File: src/rtl/core8_cpu_6_oci_dct_packer.sv
// OCI trace DCT packer: packs 2-bit trace symbols into 15-slot packets behind a
// valid/ready holding register and sequences the end-of-test flush for the monitor.

module core8_cpu_6_oci_dct_packer #(
  parameter int SYM_W   = 2,
  parameter int SLOTS   = 15,
  parameter int CNT_W   = 4,
  parameter int STALL_W = 16
) (
  input  logic                   clk,
  input  logic                   reset,
  input  logic                   sym_valid,
  input  logic [SYM_W-1:0]       sym,
  output logic                   sym_ready,
  input  logic                   end_req,
  output logic [SYM_W*SLOTS-1:0] dct_buffer,
  output logic [CNT_W-1:0]       dct_count,
  output logic                   pkt_valid,
  output logic [SYM_W*SLOTS-1:0] pkt_data,
  output logic [CNT_W-1:0]       pkt_count,
  input  logic                   pkt_ready,
  output logic                   test_ending,
  output logic                   test_has_ended,
  output logic [STALL_W-1:0]     stall_cnt
);

  localparam int BUF_W = SYM_W * SLOTS;
  localparam logic [CNT_W-1:0]   SLOTS_C   = CNT_W'(SLOTS);
  localparam logic [CNT_W-1:0]   CNT_ONE   = CNT_W'(1);
  localparam logic [STALL_W-1:0] STALL_ONE = STALL_W'(1);

  typedef enum logic [1:0] {
    ST_RUN,
    ST_DRAIN,
    ST_WAIT,
    ST_ENDED
  } state_t;

  state_t             state_q, state_d;
  logic [BUF_W-1:0]   acc_q, acc_d;
  logic [CNT_W-1:0]   count_q, count_d;
  logic               pkt_valid_q, pkt_valid_d;
  logic [BUF_W-1:0]   pkt_data_q, pkt_data_d;
  logic [CNT_W-1:0]   pkt_count_q, pkt_count_d;
  logic               test_ending_q, test_ending_d;
  logic               test_has_ended_q, test_has_ended_d;
  logic [STALL_W-1:0] stall_q, stall_d;
  logic               ready_en_q;

  logic hold_free;
  logic full;
  logic xfer;
  logic accept;

  // ready_en_q keeps sym_ready low while reset is held and for the cycle after release
  always_comb begin
    full      = (count_q == SLOTS_C);
    hold_free = !pkt_valid_q || pkt_ready;
    xfer      = hold_free && (full || ((state_q == ST_DRAIN) && (count_q != '0)));
    sym_ready = ready_en_q && (state_q == ST_RUN) && ((count_q < SLOTS_C) || xfer);
    accept    = sym_valid && sym_ready;
  end

  // An accept coincident with a transfer starts the fresh buffer with that symbol
  always_comb begin
    acc_d   = acc_q;
    count_d = count_q;
    if (xfer) begin
      if (accept) begin
        acc_d   = {{(BUF_W-SYM_W){1'b0}}, sym};
        count_d = CNT_ONE;
      end else begin
        acc_d   = '0;
        count_d = '0;
      end
    end else if (accept) begin
      acc_d   = {acc_q[BUF_W-SYM_W-1:0], sym};
      count_d = count_q + CNT_ONE;
    end
  end

  always_comb begin
    pkt_valid_d = pkt_valid_q;
    pkt_data_d  = pkt_data_q;
    pkt_count_d = pkt_count_q;
    if (xfer) begin
      pkt_valid_d = 1'b1;
      pkt_data_d  = acc_q;
      pkt_count_d = count_q;
    end else if (pkt_valid_q && pkt_ready) begin
      pkt_valid_d = 1'b0;
    end
  end

  always_comb begin
    state_d = state_q;
    case (state_q)
      ST_RUN:   if (end_req) state_d = ST_DRAIN;
      ST_DRAIN: if ((count_q == '0) || xfer) state_d = ST_WAIT;
      ST_WAIT:  if (!pkt_valid_q || pkt_ready) state_d = ST_ENDED;
      default:  state_d = ST_ENDED;
    endcase
    test_ending_d    = (state_d == ST_DRAIN) || (state_d == ST_WAIT);
    test_has_ended_d = (state_d == ST_ENDED);
  end

  always_comb begin
    stall_d = stall_q;
    if (sym_valid && !sym_ready && (stall_q != '1)) begin
      stall_d = stall_q + STALL_ONE;
    end
  end

  always_ff @(posedge clk or posedge reset) begin
    if (reset) begin
      state_q          <= ST_RUN;
      acc_q            <= '0;
      count_q          <= '0;
      pkt_valid_q      <= 1'b0;
      pkt_data_q       <= '0;
      pkt_count_q      <= '0;
      test_ending_q    <= 1'b0;
      test_has_ended_q <= 1'b0;
      stall_q          <= '0;
      ready_en_q       <= 1'b0;
    end else begin
      state_q          <= state_d;
      acc_q            <= acc_d;
      count_q          <= count_d;
      pkt_valid_q      <= pkt_valid_d;
      pkt_data_q       <= pkt_data_d;
      pkt_count_q      <= pkt_count_d;
      test_ending_q    <= test_ending_d;
      test_has_ended_q <= test_has_ended_d;
      stall_q          <= stall_d;
      ready_en_q       <= 1'b1;
    end
  end

  assign dct_buffer     = acc_q;
  assign dct_count      = count_q;
  assign pkt_valid      = pkt_valid_q;
  assign pkt_data       = pkt_data_q;
  assign pkt_count      = pkt_count_q;
  assign test_ending    = test_ending_q;
  assign test_has_ended = test_has_ended_q;
  assign stall_cnt      = stall_q;

endmodule

File: config.mk
export PLATFORM = sky130hd
export DESIGN_NAME = core8_cpu_6_oci_dct_packer
export DESIGN_NICKNAME = d
export VERILOG_FILES = /design/src/rtl/core8_cpu_6_oci_dct_packer.sv
export SDC_FILE = /design/constraint.sdc
export NUM_CORES = 1
export LEC_CHECK = 0
export CAP_MARGIN = 20
export CORE_MARGIN = 5
export CORE_UTILIZATION = 53
export CTS_CLUSTER_DIAMETER = 100
export DETAILED_ROUTE_END_ITERATION = 16
export HOLD_SLACK_MARGIN = 0.15
export PLACE_DENSITY = 0.94
export SLEW_MARGIN = 10
export SYNTH_ARGS = -nofsm -noshare
export SYNTH_HDL_FRONTEND = slang
export SYNTH_SLANG_ARGS = --single-unit
File: constraint.sdc
create_clock -name clk -period 6.5 [get_ports clk]
set_input_delay 0.975 -clock clk [delete_from_list [all_inputs] [get_ports clk]]
set_output_delay 0.975 -clock clk [all_outputs]
set_load 0.03 [all_outputs]
==> out/metrics.csv, run 1 <==
stage,metric,value,unit
critical_path,crit_start,pkt_ready,
final_layout,layout_common_cells,"94 x clkdlybuf4s50_1, 90 x dfrtp_1, 69 x nand2_1",
place,finalWeightedCongestion,0.892,
floorplan,die-height,95.9,microns
route,wirelength,8800,microns
worst_hold_path,min_path_cells,1,
synthesis,synth_edf_count,0,
worst_hold_path,hold_path_startpoint,pkt_data[28],
clock_network,cts.clk_slew.worst_paths,0.08,ns
critical_path,reg2reg_to,pkt_data[21],
global_routing,overflow,0,
timing,skew,0.00662,ns
route,drc_errors,0,
global_routing,grt_antenna_before_repair,0,
floorplan,die_x,95.9,microns
timing,finalCritPeriodShare,54.4,%
timing,slew_violations,0,
place,dpl.hpwl,6120,microns
route,routedWlPerCell,16.6,microns
critical_path,critPathRequiredTime,5.52,ns
route,drt-initial-drc-count,163,
final_layout,diodes,0,
floorplan,start_util,54.1,%
route,via_count,2866,
synthesis,synth.distinct_cells,48,
clock_network,worstSkewPairLatency,0.36,ns
floorplan,core-area,0.00721,sq mm
clock_network,post_cts_resized,0,
floorplan,ioPinCount,95,
final_layout,multi_input_area,0.00154,sq mm
clock_network,clock_path_buffers,2,
critical_path,critPathKind,in -> out,
synthesis,ys.flop_type,dfrtp_1,
timing,min_period,3.54,ns
global_routing,grt_pass1_wl,14200,microns
clock_network,htreeDepth,3,
timing,fin_hold_ws,0.509,ns
place,place_area,0.00491,sq mm
synthesis,async_reset_ff_share,100,%
synthesis,synth-seq-area-share,57.7,%
worst_hold_path,hold_class,reg -> reg,
timing,tns,0,ns
critical_path,reg2reg_setup_slack,3.87,ns
pwr,cellPowerDensity,295,mW/mm^2
synthesis,synthCells,331,
global_routing,grt_pass1_vias,2900,
outcome,status,completed,
timing,slew-limit-headroom,47.1,%
clock_network,numCtsBuffers,9,
pwr,p_leak,2.26,nW
critical_path,r2r_cells,6,
final_layout,seqCellArea,0.00225,sq mm
timing,max_slew.worst_pin.slew,0.788,ns
critical_path,worstSetupEndpointType,primary output,
synthesis,syn-cell-area,0.00391,sq mm
timing,hold_violations,0,
pwr,ir_worst_vdd,0.000252,V
clock_network,post_cts_buffers,0,
synthesis,ys_ff_latch,90,
timing,rsz0062_at_grt,no,
clock_network,cts_tree,yes,
flow_run,max_cap_viol_count,0,
synthesis,syn-num-nets,342,
global_routing,grtUsageTotal,20.0,%
synthesis,yosys_warnings,0,
route,drtPass1Iterations,4,
final_layout,nFillCells,501,
floorplan,row_count,31,
route,via_per_inst,5.42,
place,placed_cells,512,
place,portBuffers,94,
final_layout,drive_above_1_share,17.2,%
clock_network,clockRootBuffer,clkbuf_8,
critical_path,worstPathMaxFanout,3,
global_routing,grt_start_max_net_pins,91,
final_layout,nNetsFinal,436,
critical_path,cp-start-kind,primary input,
critical_path,critPathArrivalTime,2.56,ns
critical_path,crit_end,sym_ready,
clock_network,cts.sinks,90,
timing,clock.fmax,283,MHz
final_layout,final_cell_area,0.00513,sq mm
final_layout,final_common_cell,clkdlybuf4s50_1,
clock_network,hold_buffers,0,
critical_path,timing.rr.start,dct_count[1],
timing,setup_violations,0,
final_layout,final_cell_count_no_fill,529,
route,antenna_left,0,
pwr,power,1.51,mW
final_layout,area_growth,31.5,%
floorplan,dieArea,0.00919,sq mm
synthesis,syn_area_per_cell,11.8,sq um
[state kept, by name (all words and copies together) (netlist names), 2 cells and up]
| register | cells |
|---|---|
| dct_buffer | 30 |
| dct_count | 4 |
| pkt_count | 4 |
| pkt_data | 30 |
| stall_cnt | 16 |
| state_q | 2 |
[critical path: stages]
cell and delay, ns:
clkdlybuf4s50_1 0.52, and4b_1 0.25, a21oi_1 0.14, clkdlybuf4s50_1 0.68
[cell usage after synthesis, types with 2 or more instances]
| cell | number | share of area, % |
|---|---|---|
| dfrtp_1 | 90 | 58 |
| nand2_1 | 69 | 6.6 |
| a21oi_1 | 31 | 4.0 |
| mux2_2 | 30 | 8.6 |
| xor2_1 | 12 | 2.7 |
| o21ai_0 | 8 | 1.0 |
| inv_1 | 6 | 0.58 |
| nor2_1 | 6 | 0.58 |
| nor3_1 | 6 | 0.77 |
| buf_2 | 5 | 0.64 |
| clkbuf_1 | 5 | 0.48 |
| mux2_4 | 5 | 1.9 |
| nand4_1 | 5 | 0.80 |
| buf_6 | 4 | 1.2 |
| ha_1 | 4 | 1.3 |
| nand3_1 | 4 | 0.51 |
| nor4_2 | 4 | 1.3 |
| xnor2_1 | 3 | 0.67 |
| and2_1 | 2 | 0.32 |
| buf_4 | 2 | 0.38 |
| mux2i_1 | 2 | 0.51 |
| nand2b_1 | 2 | 0.32 |
[layer usage]
layer | vias up | global-route usage [%] | part of all wire, %
li1 | 1322 | - | -
met1 | 1429 | 25.5 | 42
met2 | 105 | 33.8 | 50
met3 | 10 | 4.69 | 6.2
met4 | 0 | 6.64 | 1.4
met5 | - | 0 | 0
[report_power, final]
part | switching, mW | total [mW] | internal [mW]
Sequential | 0.0831 | 0.709 | 0.626
Combinational | 0.235 | 0.419 | 0.184
Clock | 0.203 | 0.385 | 0.182
[stage by stage]
| step | utilization [%] | setup slack (ns) |
|---|---|---|
| 3_3_place_gp | 68.0 | 3.03 |
| 6_report | 71.2 | 2.96 |
| 3_5_place_dp | 68.0 | 2.98 |
| 5_1_grt | 71.2 | 2.91 |
| 2_1_floorplan | - | 3.19 |
| 4_1_cts | 70.8 | 2.98 |
[worst min-delay path by stage]
stage	to	slack, ns
2_1_floorplan	state_q[1]	0.53
3_3_place_gp	pkt_data[4]	0.49
3_5_place_dp	pkt_data[1]	0.50
4_1_cts	pkt_data[10]	0.52
5_1_grt	pkt_data[2]	0.53
6_report	pkt_data[28]	0.51
[kinds of logic after synthesis]
group | synth area share [%]
other cells | 0.0960
fa+ha+maj | 1.28
simple gates | 15.6
xor+xnor | 3.36
buf+inv | 3.23
mux | 11.1
flops | 57.7
compound gates | 7.69
[layout make-up]
class / instances / area share (%)
Multi-Input combinational cell: 219 / 29.9
Clock buffer: 9 / 2.41
Clock inverter: 7 / 1.49
Tap cell: 99 / 2.41
Inverter: 6 / 0.463
Sequential cell: 90 / 43.9
Timing Repair Buffer: 99 / 19.4
(Power assumes the default switching activity.)
==> run 2, diff against run 1 <==
CORE_UTILIZATION = 45   (was 53)
PLACE_DENSITY = 0.86   (was 0.94)
clock period = 2.9 ns   (was 6.5 ns; I/O delays follow)
==> out/metrics.csv, run 2 (synthesis gave the netlist of run 1 again) <==
stage,metric,value,unit,change
global_routing,grt_pass1_wl,14300,microns,+0.25%
pwr,ir_worst_vdd,0.000517,V,+110%
place,portBuffers,94,,unchanged
critical_path,crit_buf_inv,1,,-1
floorplan,row_count,34,,+9.7%
final_layout,diodes,0,,unchanged
clock_network,cts_tree,yes,,
timing,slew-limit-headroom,47.2,%,+0.12 points
floorplan,die_x,103,microns,+7.6%
timing,max_slew.worst_pin.slew,0.791,ns,+0.00324 ns
critical_path,slowest_stage,clkdlybuf4s50_1,,
final_layout,final_common_cell,clkdlybuf4s50_1,,
timing,hold_violations,0,,unchanged
global_routing,grtUsageMet3,5.77,%,+1.1 points
floorplan,core-area,0.00859,sq mm,+19%
timing,min_period,2.61,ns,
pwr,power.share.switching,32.7,%,-1.8 points
global_routing,grt.busiest_layer,met2,,
critical_path,cpLargestDelayFamily,buffers and inverters,,
timing,finalCritPeriodShare,90.0,%,
final_layout,nFillCells,695,,+39%
place,finalWeightedCongestion,0.894,,+0.24%
clock_network,cts.sinks,90,,unchanged
outcome,status,completed,,
global_routing,use_met2,27.9,%,-5.9 points
flow_run,max_cap_viol_count,0,,unchanged
global_routing,overflow,0,,unchanged
critical_path,max_stage_delay,0.70,ns,+0.02 ns
route,wirelength,8490,microns,-3.5%
critical_path,critPathRequiredTime,2.47,ns,-3.05 ns
critical_path,worstPathMaxFanout,6,,+3
place,dpl.hpwl,6010,microns,-1.9%
global_routing,groute.layer.met1.usage,21.0,%,-4.5 points
critical_path,critPathKind,reg -> out,,
clock_network,hold_buffers,0,,unchanged
timing,setup_violations,0,,unchanged
clock_network,post_cts_resized,0,,unchanged
pwr,p_leak,2.27,nW,+0.45%
global_routing,grt_pass1_vias,2960,,+2.1%
final_layout,nNetsFinal,437,,+0.23%
route,via_count,2841,,-0.87%
clock_network,cts.clk_slew.worst_paths,0.09,ns,about the same
timing,fin_hold_ws,0.512,ns,+0.00258 ns
worst_hold_path,hold_class,reg -> reg,,
critical_path,crit_chain,ha_1 > and4b_1 > a21oi_1 > clkdlybuf4s50_1,,
pwr,p_comb_share,27.1,%,-0.6 points
floorplan,ioPinCount,95,,unchanged
global_routing,grtUsageTotal,16.9,%,-3.2 points
route,drtPass1Iterations,4,,unchanged
clock_network,htreeDepth,3,,unchanged
pwr,seq_power_share,46.0,%,-0.9 points
route,via_per_inst,5.27,,-2.7%
timing,tns,0,ns,unchanged
final_layout,layout_common_cells,"94 x clkdlybuf4s50_1, 90 x dfrtp_1, 69 x nand2_1",,
timing,rsz0062_at_grt,no,,
critical_path,critPathArrivalTime,2.18,ns,-0.38 ns
pwr,p_clk_share,26.9,%,+1.4 points
final_layout,area_growth,32.2,%,
floorplan,dieArea,0.0106,sq mm,+16%
critical_path,worstSetupEndpointType,primary output,,
route,routedWlPerCell,15.8,microns,-5.3%
pwr,p_int,2.32,mW,+130%
route,drt-initial-drc-count,95,,-42%
clock_network,numCtsBuffers,9,,unchanged
pwr,switchingPower,1.13,mW,+120%
floorplan,die-height,103,microns,+7.6%
clock_network,worstSkewPairLatency,0.34,ns,-0.02 ns
pwr,cellPowerDensity,667,mW/mm^2,+130%
critical_path,cp-start-kind,register,,
route,antenna_left,0,,unchanged
clock_network,clock_path_buffers,2,,unchanged
final_layout,drive_above_1_share,17.2,%,-0.040 points
timing,slew_violations,0,,unchanged
global_routing,grt_start_max_net_pins,48,,-47%
timing,clock.fmax,383,MHz,
route,drc_errors,0,,unchanged
clock_network,clockRootBuffer,clkbuf_8,,
timing,skew,0.00943,ns,+0.00281 ns
global_routing,grt_antenna_before_repair,0,,unchanged
clock_network,post_cts_buffers,0,,unchanged
floorplan,start_util,45.5,%,-8.7 points
-- run 2: cell count changes in the layout (fill, tap and decap cells not counted) --
cell and change:
clkbuf_1 +1, buf_4 +1, inv_8 -1, buf_16 -1, clkbuf_8 +1, inv_6 -2
bufinv_16 +1, buf_12 +1
-- run 2: area by class of cell --
cell class	count	area, sq um	area share, %
Inverter	6	23.8	0.460
Sequential cell	90	2250	43.6
Timing Repair Buffer	100	998	19.3
Tap cell	108	135	2.62
Clock buffer	11	141	2.74
Multi-Input combinational cell	219	1540	29.7
Clock inverter	5	77.6	1.50
-- run 2: final timing paths --
path	slack [ns]	depth (start not counted)	to	startpoint
worst min-delay path	0.51	1	pkt_data[15]	pkt_data[15]
max in group asynchronous	1.68	3	dct_buffer[6]	reset
worst max register to register	0.74	6	stall_cnt[3]	stall_cnt[0]
worst max-delay path	0.29	4	sym_ready	dct_count[0]
worst min register to register	0.51	1	pkt_data[15]	pkt_data[15]
min in group asynchronous	0.53	2	pkt_data[15]	reset
-- run 2: routing by layer --
layer	vias up	wire length, microns
li1	1319	-
met5	-	0
met2	87	4250
met1	1427	3590
met4	0	77
met3	8	568
-- run 2: per-stage QoR --
stage	cells	util, %	power, mW	cell area, sq um	worst slack (ns)
after floorplan	331	-	2.14	3910	0.130
after global placement	523	57.6	2.52	4950	0.421
after detailed placement	523	57.6	2.55	4950	0.449
after CTS	539	60.1	3.48	5160	0.256
after global routing	539	60.1	3.62	5160	0.135
final	539	60.1	3.44	5160	0.290
-- run 2: power by group through the flow --
| stage | registers, mW | logic (mW) | clock network, mW |
|---|---|---|---|
| 2_1_floorplan | 1.86 | 0.276 | 0 |
| 3_3_place_gp | 1.60 | 0.921 | 0 |
| 3_5_place_dp | 1.61 | 0.942 | 0 |
| 4_1_cts | 1.59 | 0.947 | 0.951 |
| 5_1_grt | 1.62 | 0.991 | 1.01 |
| 6_report | 1.59 | 0.934 | 0.925 |
